`src/rtl/mano_out_tx.sv`:
```
// Mano computer output port: OUTR/FGO register pair plus an 8-N-1 serial
// transmitter. An accepted byte is shifted out LSB first, and FGO returns to 1 when the frame ends.
module mano_out_tx #(
  parameter int CLKS_PER_BIT = 16
) (
  input  logic       CLK,
  input  logic       CLR,
  input  logic [7:0] D,
  input  logic       LD,
  output logic [7:0] OUTR,
  output logic       FGO,
  output logic       BUSY,
  output logic       TXD
);

  localparam int BW = (CLKS_PER_BIT > 1) ? $clog2(CLKS_PER_BIT) : 1;
  localparam logic [BW-1:0] BAUD_LAST = BW'(CLKS_PER_BIT - 1);

  typedef enum logic [1:0] {
    IDLE  = 2'd0,
    START = 2'd1,
    DATA  = 2'd2,
    STOP  = 2'd3
  } state_t;

  state_t          state_q, state_d;
  logic [7:0]      outr_q,  outr_d;
  logic [7:0]      shift_q, shift_d;
  logic            fgo_q,   fgo_d;
  logic            txd_q,   txd_d;
  logic [2:0]      bit_q,   bit_d;
  logic [BW-1:0]   baud_q,  baud_d;
  logic            baud_end;

  assign baud_end = (baud_q == BAUD_LAST);

  // NOTE: every always_comb output takes a hold-value default first, so no
  // branch can leave a signal unassigned and infer a latch.
  always_comb begin
    state_d = state_q;
    outr_d  = outr_q;
    shift_d = shift_q;
    fgo_d   = fgo_q;
    txd_d   = txd_q;
    bit_d   = bit_q;
    baud_d  = baud_q;

    if (state_q != IDLE) begin
      baud_d = baud_end ? '0 : baud_q + BW'(1);
    end

    unique case (state_q)
      IDLE: begin
        // A load while a frame is in flight (FGO=0) is dropped; the CPU polls SKO.
        if (LD && fgo_q) begin
          outr_d  = D;
          shift_d = D;
          fgo_d   = 1'b0;
          txd_d   = 1'b0;
          baud_d  = '0;
          bit_d   = 3'd0;
          state_d = START;
        end
      end
      START: begin
        if (baud_end) begin
          state_d = DATA;
          txd_d   = shift_q[0];
        end
      end
      DATA: begin
        if (baud_end) begin
          if (bit_q != 3'd7) begin
            shift_d = {1'b0, shift_q[7:1]};
            bit_d   = bit_q + 3'd1;
            txd_d   = shift_q[1];
          end else begin
            state_d = STOP;
            txd_d   = 1'b1;
          end
        end
      end
      STOP: begin
        if (baud_end) begin
          state_d = IDLE;
          fgo_d   = 1'b1;
        end
      end
      default: state_d = IDLE;
    endcase
  end

  // NOTE: state registers use non-blocking assignments so all flops update
  // together from the values computed before the edge.
  always_ff @(posedge CLK) begin
    if (CLR) begin
      state_q <= IDLE;
      outr_q  <= 8'h00;
      shift_q <= 8'h00;
      fgo_q   <= 1'b1;
      txd_q   <= 1'b1;
      bit_q   <= 3'd0;
      baud_q  <= '0;
    end else begin
      state_q <= state_d;
      outr_q  <= outr_d;
      shift_q <= shift_d;
      fgo_q   <= fgo_d;
      txd_q   <= txd_d;
      bit_q   <= bit_d;
      baud_q  <= baud_d;
    end
  end

  assign OUTR = outr_q;
  assign FGO  = fgo_q;
  assign TXD  = txd_q;
  assign BUSY = (state_q != IDLE);

endmodule
```
`config.mk`:
```
export PLATFORM = sky130hd
export DESIGN_NAME = mano_out_tx
export DESIGN_NICKNAME = d
export VERILOG_FILES = /design/src/rtl/mano_out_tx.sv
export SDC_FILE = /design/constraint.sdc
export NUM_CORES = 1
export LEC_CHECK = 0
export BUFFER_PORTS_ARGS = -buffer_cell sky130_fd_sc_hd__buf_2
export CORE_MARGIN = 8
export CORE_UTILIZATION = 54
export CTS_CLUSTER_DIAMETER = 120
export DETAILED_ROUTE_END_ITERATION = 10
export GPL_ROUTABILITY_DRIVEN = 0
export PLACE_DENSITY_LB_ADDON = 0.1
export SYNTH_ARGS = -nofsm -noshare
export SYNTH_HDL_FRONTEND = slang
export SYNTH_SLANG_ARGS = --single-unit
```
`constraint.sdc`:
```
create_clock -name CLK -period 3.9 [get_ports CLK]
set_clock_uncertainty 0.2 [all_clocks]
set_input_delay 0.195 -clock CLK [delete_from_list [all_inputs] [get_ports CLK]]
set_output_delay 0.195 -clock CLK [all_outputs]
set_load 0.01 [all_outputs]
```
==> run_results.csv <==
group,metric,value,unit
timing,worst_hold_check_slack,0.0263,ns
cts,clkSinkCount,27,
die,top_level_ports,22,
timing,final_max_slew_viol_count,0,
worst_hold_path,min_path_type,"input port to flip-flop",
setup_path,crit_type,"flip-flop to flip-flop",
final_layout,layout_cells_sized_above_1,0.198,
logic_synthesis,avgSynthCellArea,9.04,sq um
logic_synthesis,ys_warn_count,0,
drt,routed-via-count,1099,
setup_path,cp-end-kind,"flip-flop",
drt,avgRoutedWirePerCell,14.8,um
cts,cts-root-buf,"sky130_fd_sc_hd__clkbuf_4",
drt,detail-route-antenna-nets,0,
setup_path,critPathLaunchType,"flip-flop",
cts,h-tree-depth,1,
logic_synthesis,synth.cell_area,1280,sq um
final_layout,fillerInstances,187,
setup_path,critPathCapture,"bit_q[0]",
power_and_ir_drop,power.leakage,0.608,nW
global_route,grt_first_pass_wirelength,5030,um
cts,cts-resized-gates,0,
placement,count_of_port_buffers_added_during_placement,21,
cts,clock_insertion_delay_worst_skew,0.34,ns
placement,detailedPlacementHpwl,2020,um
setup_path,crit_buf_inv,0,
die,total_die_area,4190,sq um
timing,worst_slew_pin_slew,0.702,ns
global_route,grt_remaining_overflow,0,
power_and_ir_drop,peakVddDrop,0.000376,V
final_layout,area_growth_syn_to_layout,16.1,%
status,run_status,"completed",
setup_path,worst_r2r_startpoint,"state_q[1]",
final_layout,final_net_count,186,
job,drv_cap,0,
cts,ctsLongestPathBuffers,2,
setup_path,worst_path_cell_trace,"ha_1 -> nand2b_2 -> o22ai_4 -> a21oi_1 -> mux2_2",
die,initial_core_util,0.575,
timing,min_period_over_period,0.626,
timing,slew_headroom,0.532,
setup_path,reg2reg_path_depth,5,
setup_path,critical-path-slowest-cell,"sky130_fd_sc_hd__ha_1",
final_layout,antenna_cells,0,
setup_path,cp_max_fo,16,
setup_path,critPathMaxStageDelay,0.64,ns
die,core_region_area,2230,sq um
drt,drt_pass1_iterations,4,
die,placementRows,17,
logic_synthesis,number_of_flops_mapped_to_enable_cells_by_yosys,0,
setup_path,delay_heaviest_family_cp,"adder cells",
drt,postRouteWirelength,2890,um
drt,total_drc_errors_in_the_routed_layout,0,
final_layout,commonest_cells_after_routing_fill_and_taps_aside,"27 x sky130_fd_sc_hd__dfxtp_1, 26 x sky130_fd_sc_hd__a21oi_1, 21 x sky130_fd_sc_hd__nand2_1, 21 x sky130_fd_sc_hd__buf_2, 8 x sky130_fd_sc_hd__dlygate4sd3_1",
placement,detailed_place.area,1380,sq um
setup_path,logic_depth_of_the_worst_setup_path_including_buffers,5,
setup_path,cp_data_arrival_time,2.47,ns
setup_path,reg2reg_to,"bit_q[0]",
logic_synthesis,synthesis.instances,142,
cts,hold_buffers,8,
global_route,grt_util_all_layers,0.146,
cts,cts_setup_buffers,0,
logic_synthesis,portion_of_the_post_synthesis_area_used_by_sequential_elements,0.421,
cts,tritoncts,"done",
logic_synthesis,synth_seq_cells,27,
final_layout,final_cell_area,1490,sq um
cts,cts_buf_count,3,
cts,clk_pin_slew,0.16,ns
setup_path,r2r_setup_slack,1.46,ns
global_route,grt_start_max_net_pins,28,
logic_synthesis,postSynthNetCount,160,
timing,report.final.setup_viol,0,
setup_path,critPathRequiredTime,3.93,ns
logic_synthesis,netlist-cell-type-count,34,
global_route,antenna_violations_before_repair,0,
timing,max_freq,410,MHz
timing,rsz_0062_raised_after_global_routing,"no",
drt,drt-initial-drc-count,44,
timing,timing.final.hold_violations,0,
timing,period_needed,2.44,ns
logic_synthesis,synthArstFlopShare,0,
global_route,grt_pass1_vias,1012,
drt,via_per_inst,5.64,
timing,setup-tns-final,0,ns
die,die_height,64.8,um
final_layout,mostFrequentLayoutCell,"sky130_fd_sc_hd__dfxtp_1",
die,die_width,64.8,um
setup_path,worst_setup_path_startpoint,"state_q[1]",
logic_synthesis,synthFlopType,"sky130_fd_sc_hd__dfxtp_1",
final_layout,final_core_util,0.667,
power_and_ir_drop,power_per_cell_area,660,nW/um^2
-- how the worst min path moves through the flow --
| stage | start | end | slack, ns | cells past startpoint |
|---|---|---|---|---|
| 2_1_floorplan | D[0] | OUTR[0] | 0.13 | 2 |
| 3_3_place_gp | OUTR[4] | OUTR[4] | 0.24 | 2 |
| 3_5_place_dp | OUTR[6] | OUTR[6] | 0.24 | 2 |
| 4_1_cts | LD | FGO | 0.02 | 4 |
| 5_1_grt | LD | FGO | 0.02 | 4 |
| 6_report | LD | FGO | 0.03 | 4 |
-- synthesized netlist by cell type, types with 3 or more instances --
cell type                  count  area share
sky130_fd_sc_hd__a311oi_2      3       0.035
sky130_fd_sc_hd__nor2_1        5       0.015
sky130_fd_sc_hd__nand2_1      21       0.061
sky130_fd_sc_hd__nand3_1       4       0.016
sky130_fd_sc_hd__ha_1          7       0.068
sky130_fd_sc_hd__a311oi_1      4       0.027
sky130_fd_sc_hd__nor3_1        6       0.023
sky130_fd_sc_hd__dfxtp_1      27        0.42
sky130_fd_sc_hd__a21oi_1      26        0.10
sky130_fd_sc_hd__mux2i_1       7       0.055
sky130_fd_sc_hd__buf_2         3       0.012
-- where the power goes --
part	internal, mW	total [mW]	switching, mW
Combinational	0.184	0.472	0.288
Sequential	0.339	0.382	0.0424
Clock	0.0419	0.130	0.0877
Total	0.565	0.983	0.419
-- metrics by stage --
step / power [mW] / instances / setup WS [ns]
4_1_cts: 0.986 / 195 / 1.45
3_3_place_gp: 0.835 / 183 / 1.58
5_1_grt: 1.07 / 195 / 1.24
6_report: 0.983 / 195 / 1.46
3_5_place_dp: 0.853 / 183 / 1.47
2_1_floorplan: 0.774 / 142 / 2.11
-- state kept, by name, summed over array words and instances, names as in the netlist --
| signal | count |
|---|---|
| baud_q | 4 |
| bit_q | 3 |
| OUTR | 8 |
| TXD | 1 |
| shift_q | 8 |
| state_q | 2 |
| FGO | 1 |
-- layer usage --
| layer | wire (um) | track usage | up-vias |
|---|---|---|---|
| met5 | 0 | 0 | - |
| li1 | - | - | 569 |
| met4 | 11 | 0.0163 | 0 |
| met2 | 1420 | 0.235 | 22 |
| met1 | 1330 | 0.187 | 506 |
| met3 | 138 | 0.0533 | 2 |
-- kinds of logic (layout without fill, tap and decap cells) --
family,Yosys count,after routing,synth area share
AO/OA/AOI/OAI,44,44,0.237
AND/OR/NAND/NOR,43,43,0.151
flip-flops,27,27,0.421
buffers and inverters,11,36,0.0458
multiplexers,8,8,0.0634
adder cells (fa/ha/maj),7,7,0.0682
XOR/XNOR,2,2,0.0136
-- worst register-to-register path, stage by stage (launching register included) --
cell                       delay (ns)
sky130_fd_sc_hd__dfxtp_1         0.43
sky130_fd_sc_hd__ha_1            0.64
sky130_fd_sc_hd__nand2b_2        0.19
sky130_fd_sc_hd__o22ai_4         0.38
sky130_fd_sc_hd__a21oi_1         0.18
sky130_fd_sc_hd__mux2_2          0.32
-- final cells by class --
| type | count | area, sq um | share of cell area |
|---|---|---|---|
| clock buffers | 3 | 22.5 | 0.0151 |
| clock inverters | 1 | 8.76 | 0.00588 |
| inverters | 3 | 13.8 | 0.00924 |
| multi-input cells | 104 | 684 | 0.459 |
| flip-flops and latches | 27 | 541 | 0.363 |
| well taps | 28 | 35.0 | 0.0235 |
| repair buffers | 29 | 185 | 0.124 |
No activity file was read; power rests on OpenSTA's default activity.
